`config.mk`:
```
export PLATFORM = sky130hd
export DESIGN_NAME = mips_multicycle_ctrl
export DESIGN_NICKNAME = d
export VERILOG_FILES = /design/src/rtl/mips_multicycle_ctrl.sv
export SDC_FILE = /design/constraint.sdc
export NUM_CORES = 1
export LEC_CHECK = 0
export CORE_MARGIN = 2
export CORE_UTILIZATION = 39
export DETAILED_ROUTE_END_ITERATION = 10
export GPL_TIMING_DRIVEN = 0
export PLACE_DENSITY = 0.8
export SLEW_MARGIN = 20
export SYNTH_ARGS = -nofsm -noshare
export SYNTH_HDL_FRONTEND = slang
export SYNTH_SLANG_ARGS = --single-unit
```
`constraint.sdc`:
```
create_clock -name clk -period 2 [get_ports clk]
set_input_delay 0.4 -clock clk [delete_from_list [all_inputs] [get_ports clk]]
set_output_delay 0.4 -clock clk [all_outputs]
set_load 0.05 [all_outputs]
```
`src/rtl/mips_multicycle_ctrl.sv`:
```
// Main control FSM for the multi-cycle MIPS datapath: sequences fetch/decode/execute/
// memory/write-back and drives every datapath select and enable.
module mips_multicycle_ctrl #(
    parameter int unsigned STATE_W = 4
) (
    input  logic               clk,
    input  logic               rst,
    input  logic [5:0]         opcode,
    input  logic [5:0]         funct,
    input  logic               zero,
    output logic               pc_write,
    output logic               iord,
    output logic               mem_read,
    output logic               mem_write,
    output logic               ir_write,
    output logic               reg_write,
    output logic [1:0]         reg_dst_sel,
    output logic [1:0]         mem_to_reg_sel,
    output logic               alu_src_a,
    output logic [1:0]         alu_src_b,
    output logic [1:0]         alu_op,
    output logic [1:0]         pc_src,
    output logic               instr_done,
    output logic               illegal_op,
    output logic [STATE_W-1:0] state
);

    typedef enum logic [3:0] {
        S_FETCH   = 4'd0,
        S_DECODE  = 4'd1,
        S_MEMADR  = 4'd2,
        S_MEMRD   = 4'd3,
        S_MEMWB   = 4'd4,
        S_MEMWR   = 4'd5,
        S_EXEC    = 4'd6,
        S_ALUWB   = 4'd7,
        S_BRANCH  = 4'd8,
        S_JUMP    = 4'd9,
        S_ADDI_EX = 4'd10,
        S_ADDI_WB = 4'd11,
        S_JAL     = 4'd12,
        S_JR      = 4'd13
    } state_t;

    localparam logic [5:0] OP_RTYPE = 6'h00;
    localparam logic [5:0] OP_J     = 6'h02;
    localparam logic [5:0] OP_JAL   = 6'h03;
    localparam logic [5:0] OP_BEQ   = 6'h04;
    localparam logic [5:0] OP_BNE   = 6'h05;
    localparam logic [5:0] OP_ADDI  = 6'h08;
    localparam logic [5:0] OP_LW    = 6'h23;
    localparam logic [5:0] OP_SW    = 6'h2B;

    localparam logic [5:0] FN_JR    = 6'h08;
    localparam logic [5:0] FN_ADD   = 6'h20;
    localparam logic [5:0] FN_SUB   = 6'h22;
    localparam logic [5:0] FN_AND   = 6'h24;
    localparam logic [5:0] FN_OR    = 6'h25;
    localparam logic [5:0] FN_SLT   = 6'h2A;

    state_t state_q;
    state_t state_d;
    state_t decode_next;
    logic   decode_ill;

    always_ff @(posedge clk) begin
        if (rst) begin
            state_q <= S_FETCH;
        end else begin
            state_q <= state_d;
        end
    end

    // Dispatch from DECODE; anything unsupported retires immediately as illegal.
    always_comb begin
        decode_next = S_FETCH;
        decode_ill  = 1'b0;
        case (opcode)
            OP_LW, OP_SW:    decode_next = S_MEMADR;
            OP_BEQ, OP_BNE:  decode_next = S_BRANCH;
            OP_ADDI:         decode_next = S_ADDI_EX;
            OP_J:            decode_next = S_JUMP;
            OP_JAL:          decode_next = S_JAL;
            OP_RTYPE: begin
                case (funct)
                    FN_JR:                                  decode_next = S_JR;
                    FN_ADD, FN_SUB, FN_AND, FN_OR, FN_SLT:  decode_next = S_EXEC;
                    default:                                decode_ill  = 1'b1;
                endcase
            end
            default:         decode_ill = 1'b1;
        endcase
    end

    always_comb begin
        state_d = S_FETCH;
        case (state_q)
            S_FETCH:   state_d = S_DECODE;
            S_DECODE:  state_d = decode_next;
            S_MEMADR:  state_d = (opcode == OP_SW) ? S_MEMWR : S_MEMRD;
            S_MEMRD:   state_d = S_MEMWB;
            S_EXEC:    state_d = S_ALUWB;
            S_ADDI_EX: state_d = S_ADDI_WB;
            default:   state_d = S_FETCH;
        endcase
    end

    // Outputs are held at zero while rst is high so no partial strobe escapes.
    always_comb begin
        pc_write       = 1'b0;
        iord           = 1'b0;
        mem_read       = 1'b0;
        mem_write      = 1'b0;
        ir_write       = 1'b0;
        reg_write      = 1'b0;
        reg_dst_sel    = 2'b00;
        mem_to_reg_sel = 2'b00;
        alu_src_a      = 1'b0;
        alu_src_b      = 2'b00;
        alu_op         = 2'b00;
        pc_src         = 2'b00;
        instr_done     = 1'b0;
        illegal_op     = 1'b0;
        if (!rst) begin
            case (state_q)
                S_FETCH: begin
                    mem_read  = 1'b1;
                    ir_write  = 1'b1;
                    alu_src_b = 2'b01;
                    pc_write  = 1'b1;
                end
                S_DECODE: begin
                    alu_src_b  = 2'b11;
                    illegal_op = decode_ill;
                    instr_done = decode_ill;
                end
                S_MEMADR: begin
                    alu_src_a = 1'b1;
                    alu_src_b = 2'b10;
                end
                S_MEMRD: begin
                    iord     = 1'b1;
                    mem_read = 1'b1;
                end
                S_MEMWB: begin
                    reg_write      = 1'b1;
                    reg_dst_sel    = 2'b00;
                    mem_to_reg_sel = 2'b01;
                    instr_done     = 1'b1;
                end
                S_MEMWR: begin
                    iord       = 1'b1;
                    mem_write  = 1'b1;
                    instr_done = 1'b1;
                end
                S_EXEC: begin
                    alu_src_a = 1'b1;
                    alu_src_b = 2'b00;
                    alu_op    = 2'b10;
                end
                S_ALUWB: begin
                    reg_write      = 1'b1;
                    reg_dst_sel    = 2'b01;
                    mem_to_reg_sel = 2'b00;
                    instr_done     = 1'b1;
                end
                S_BRANCH: begin
                    alu_src_a  = 1'b1;
                    alu_op     = 2'b01;
                    pc_src     = 2'b01;
                    instr_done = 1'b1;
                    pc_write   = ((opcode == OP_BEQ) &&  zero) ||
                                 ((opcode == OP_BNE) && !zero);
                end
                S_ADDI_EX: begin
                    alu_src_a = 1'b1;
                    alu_src_b = 2'b10;
                    alu_op    = 2'b00;
                end
                S_ADDI_WB: begin
                    reg_write   = 1'b1;
                    reg_dst_sel = 2'b00;
                    instr_done  = 1'b1;
                end
                S_JUMP: begin
                    pc_src     = 2'b10;
                    pc_write   = 1'b1;
                    instr_done = 1'b1;
                end
                S_JAL: begin
                    reg_write      = 1'b1;
                    reg_dst_sel    = 2'b10;
                    mem_to_reg_sel = 2'b10;
                    pc_src         = 2'b10;
                    pc_write       = 1'b1;
                    instr_done     = 1'b1;
                end
                S_JR: begin
                    pc_src     = 2'b11;
                    pc_write   = 1'b1;
                    instr_done = 1'b1;
                end
                default: ;
            endcase
        end
    end

    assign state = rst ? '0 : STATE_W'(state_q);

endmodule

```
Word level (Yosys, flattened, before mapping)
Cells that the tools add are included.
Widths: inputs -> output; s select.
{"block": "word_totals", "wordCells": 81, "ff_bits": 4, "output_inout_bits": 23, "in_bits": 15}
{"block": "classes", "reduce_logical": 19, "eq_ne": 26, "n_mux": 35}
{"cell": "$pmux 4 s6", "n": 2}
{"cell": "$eq 6x6->1 const B", "n": 7}
{"cell": "$eq 4x4->1 const B", "n": 6}
{"cell": "$mux 1", "n": 17}
{"cell": "$eq 4x3->1 const B", "n": 4}
{"cell": "$eq 6x2->1 const B", "n": 2}
{"cell": "$eq 6x3->1 const B", "n": 2}
{"cell": "$eq 6x4->1 const B", "n": 2}
{"cell": "$pmux 2 s2", "n": 3}
{"cell": "$pmux 2 s3", "n": 2}
{"cell": "$reduce_or 2->1", "n": 6}
{"cell": "$reduce_or 4->1", "n": 3}
{"cell": "$mux 2", "n": 5}
{"cell": "$eq 4x2->1 const B", "n": 2}
{"cell": "$pmux 4 s2", "n": 1}
{"cell": "$reduce_or 8->1", "n": 1}
{"cell": "$reduce_or 7->1", "n": 1}
{"cell": "$logic_not 6->1", "n": 1}
{"cell": "$pmux 1 s2", "n": 3}
{"cell": "$reduce_or 6->1", "n": 1}
{"cell": "$reduce_or 5->1", "n": 1}
{"cell": "$eq 4x1->1 const B", "n": 1}
{"cell": "$logic_not 4->1", "n": 1}
{"cell": "$mux 4", "n": 1}
{"cell": "other kinds (4)", "n": 5}

Logic depth before layout (Yosys ltp)
{"block": "logic_depth", "depth_word": 6, "ltp_mapped": 5, "mapped_depth_nobuf": 5}

Least setup slack after synthesis
No wires, ideal clock.
{"block": "synth_timing", "kind": "register to output", "startpoint": "register state_q[1]", "endpoint": "output port instr_done", "required_time_ps": 1600, "path_buffers": 1, "t_arrival_ps": 3709, "path_stages_with_launch": 6, "slack_ps": -2109, "path_cell_list": "dfxtp_1 buf_2 nor4_1 nand2_1 nor4_2 nand2b_1"}
{"block": "synth_via", "elab_chain_len": 4, "elab_cells_between_ends": 12, "cone_classes": "9 x eq/ne; 2 x mux; 1 x reduce/logical"}
{"element": "from (decl)", "line_no": "61", "rtl": "state_t state_q;"}
{"element": "from (signal assigned)", "line_no": "70", "rtl": "state_q <= state_d;"}
{"element": "$eq 4x4->1 or $eq 4x3->1 (tied branches)", "line_no": "125", "rtl": "case (state_q)"}
{"element": "$reduce_or 8->1 (no line)"}
{"element": "$pmux 1 s2 (*)", "line_no": "125"}
{"element": "$mux 1 (*)", "line_no": "124", "rtl": "if (!rst) begin"}
{"element": "to (decl)", "line_no": "23", "rtl": "output logic instr_done,"}
Mark *: on every way between the ends. The rest lies on a longest branch, timed or not.

Worst setup path after layout
{"block": "layout_timing", "startpoint": "input port opcode[2]", "endpoint": "output port instr_done"}
{"block": "layout_via", "elab_chain_len": 5, "elab_cells_between_ends": 12, "cone_classes": "7 x eq/ne; 3 x mux; 2 x reduce/logical"}
{"element": "from (decl)", "line_no": "8", "rtl": "input logic [5:0] opcode,"}
{"element": "$eq 6x6->1 (tied with other cells)", "line_no": "78", "rtl": "case (opcode)"}
{"element": "$reduce_or 7->1 (no line)"}
{"element": "$pmux 1 s2 (*)", "line_no": "78"}
{"element": "$pmux 1 s2 (*)", "line_no": "125"}
{"element": "$mux 1 (*)", "line_no": "124"}
Marks and branches as above.

==> metrics.txt <==
outcome complete, but fails checks; failing checks negative setup slack; Setup Skew 0.002664 ns; setup violators final 2; WL per Instance ~14 um; final hold vios 0; grt ovf 0; peak supply drop about 0.24 mV; largest registers state_q: 4 flops; H-tree Lvls 1; num ports 38; CTS buffer count 3; Final Cycle Share 102.2%; post-synthesis sequential area ratio between 10 and 15%; critical path endpoint category primary output; # nets final 171; class of the worst hold path in2reg; worst skew pair latency between 0.2 and 0.25 ns; CP peak stage delay approximately 0.24 ns; Initial Util 41.74%; placed cell areas 0.001202 mm^2; Finished Cell Area 0.001209 mm^2; Die Area 0.002208 mm^2; FF-to-FF setup slack 0.68 ns; PwrDens 292.4 mW/mm^2; # hold bufs at CTS 0; crit path kind in2out; Worst path slowest cell nor4_4; Core Region approximately 0.0017 mm^2; crit path time final between 2 and 2.5 ns; vias per cell 5.536; layout cells sized above 1 ~48%; initial antenna violation count 0; Yosys Warn Count 0; initial drt markers 10; WHS 0.5881 ns; Seq cells post-synth 4; vias in the first global route just under 900; Max Fclk approximately 500 MHz; first-pass GRT wire length 3.836 mm; crit path DAT 1.64 ns; unique cell type count in the Yosys netlist 41; largest register by flop count state_q; Total Wirelength 2.421 mm; clock slew at reported path FFs 0.04 ns; Inserted Diodes 0; Post-Syn Area 720.7 um^2; worst path cell trace buf_2 > and2b_4 > and3b_4 > o21bai_4 > nor4_4 > nand2b_4 > buf_8; Max Cap Viol 0; Clock Root Buffer clkbuf_4; crit-path max FO 5; Core Rows 15; Die H 46.99 um; Synth Area per Inst about 6.6 um^2; Yosys top cell by area dfxtp_1; HPWL Detailed 1.784 mm; fin worst setup slack -0.04313 ns; Final Wtd Congestion ~0.83; drt first pass iters 4; crit start category input pin; Largest register FFs 4; Worst-Margin Slew 0.4853 ns; routed vias 991; syn_nets around 120; # DRC 0; CTS max path bufs 2; Cells after Synth 109; antenna-violating nets left 0; unrepaired setup endpoints after global routing yes; Slew HR 67.78%; P_leak roughly 0.49 nW; CTS tree done; IO buf count 37; post-synth top area share between 10% and 20%; placed instance count 171; Area growth, synth to finish 67.71%; Total GRT Usage roughly a quarter; pin count of the biggest net entering global routing 11; Layout Cells excl Fill between 150 and 200; top cells by area, synth dfxtp_1, nor2_1, a21oi_1; Required @ worst endpoint 1.60 ns; die width 46.99 um; CTS Sinks 4; Pins Over Slew Limit 0
## area by class of cell
| class | instances | area, um^2 |
|---|---|---|
| plain buffers | 5 | 37.54 |
| well taps | 25 | 31.28 |
| clock buffers | 3 | 22.52 |
| multi-input cells | 93 | 704.4 |
| fillers | 171 | 518.0 |
| inverters | 7 | 26.28 |
| flip-flops and latches | 4 | 81.33 |
| repair buffers | 42 | 305.3 |
## final timing paths
| kind | startpoint | endpoint | cells past startpoint |
|---|---|---|---|
| max | opcode[2] | instr_done | 7 |
| min reg2reg | state_q[3] | state_q[3] | 2 |
| max reg2reg | state_q[1] | state_q[0] | 5 |
| min | rst | state_q[3] | 2 |
## power breakdown
part / switching [W] / internal, W
Clock: 0.0000334 / 0.0000671
Combinational: 0.000107 / 0.0000607
Sequential: 0.00000304 / 0.0000818
Total: 0.000144 / 0.000210
## per-layer routing
layer | share of wire (%) | vias up | global-route usage [%]
li1 | - | 488 | -
met5 | 0 | - | 0
met3 | 6.2 | 2 | 3.077
met2 | 52 | 48 | 42.74
met4 | 0.83 | 0 | 6.111
met1 | 41 | 453 | 29.66
## logic make-up after synthesis
group,synth area share [%]
buffers and inverters,6.771
multiplexers,1.389
XOR/XNOR,2.431
AND/OR/NAND/NOR,47.05
AO/OA/AOI/OAI,29.86
flip-flops,11.11
adder cells (fa/ha/maj),1.389
## critical path: cells and delay by family
family | cells | cell delay [ns]
buffers and inverters | 2 | 0.25
and+or+nand+nor | 4 | 0.81
AOI/OAI and AO/OA | 1 | 0.18
## cells in the mapped netlist, drive strengths merged
cell type / n
or2: 2
inv: 7
nor3: 6
o21bai: 1
xor2: 1
a41oi: 1
o41ai: 1
mux2i: 1
xnor2: 1
nand2: 8
nand3: 3
o22ai: 1
nor2: 17
and2: 2
or2b: 1
or3: 1
o2111ai: 1
a211oi: 1
dfxtp: 4
and3b: 1
o21a: 1
o32ai: 1
buf: 3
nand4: 1
clkbuf: 2
a31oi: 5
nand3b: 1
nor4: 5
nor2b: 3
nor3b: 2
nor4bb: 1
and2b: 2
nand2b: 4
a21oi: 8
maj3: 1
a2111oi: 1
o21ai: 7
## repair_timing
item | in CTS | in global routing
setup buffers | 5 | 0
pin swaps | 6 | 5
gates resized for setup | 131 | 37
endpoints found under the setup margin | 23 | 21
## layout by cell type (no fill, tap or decap), types with 2 or more instances in the layout
master / n
or2_2: 2
buf_4: 5
a21oi_2: 2
a21oi_1: 6
inv_1: 6
dlygate4sd2_1: 4
o21ai_0: 5
buf_2: 13
nand3_1: 2
nor2_2: 2
nand2b_1: 3
clkdlybuf4s15_2: 2
nor4_2: 3
nor2b_1: 3
nor4_4: 2
nor3b_2: 2
nor3_1: 2
clkbuf_2: 9
nor2_1: 15
nand2_1: 8
nor3_2: 3
buf_6: 2
clkbuf_4: 11
dfxtp_1: 3
o21ai_1: 2
a31oi_1: 4
## per-stage QoR
step / worst slack [ns] / util, % / total power, W / TNS (ns)
2_1_floorplan: -0.7002 / - / 0.0001871 / -1.198
3_3_place_gp: -1.193 / 69.64 / 0.0002549 / -17.79
3_5_place_dp: -1.197 / 69.64 / 0.0002572 / -18.21
4_1_cts: -0.08266 / 72.03 / 0.0003536 / -0.1953
5_1_grt: -0.09059 / 70.00 / 0.0003807 / -0.2548
6_report: -0.04313 / 70.00 / 0.0003534 / -0.08199
Note: power is estimated with default switching activity, not from simulation.
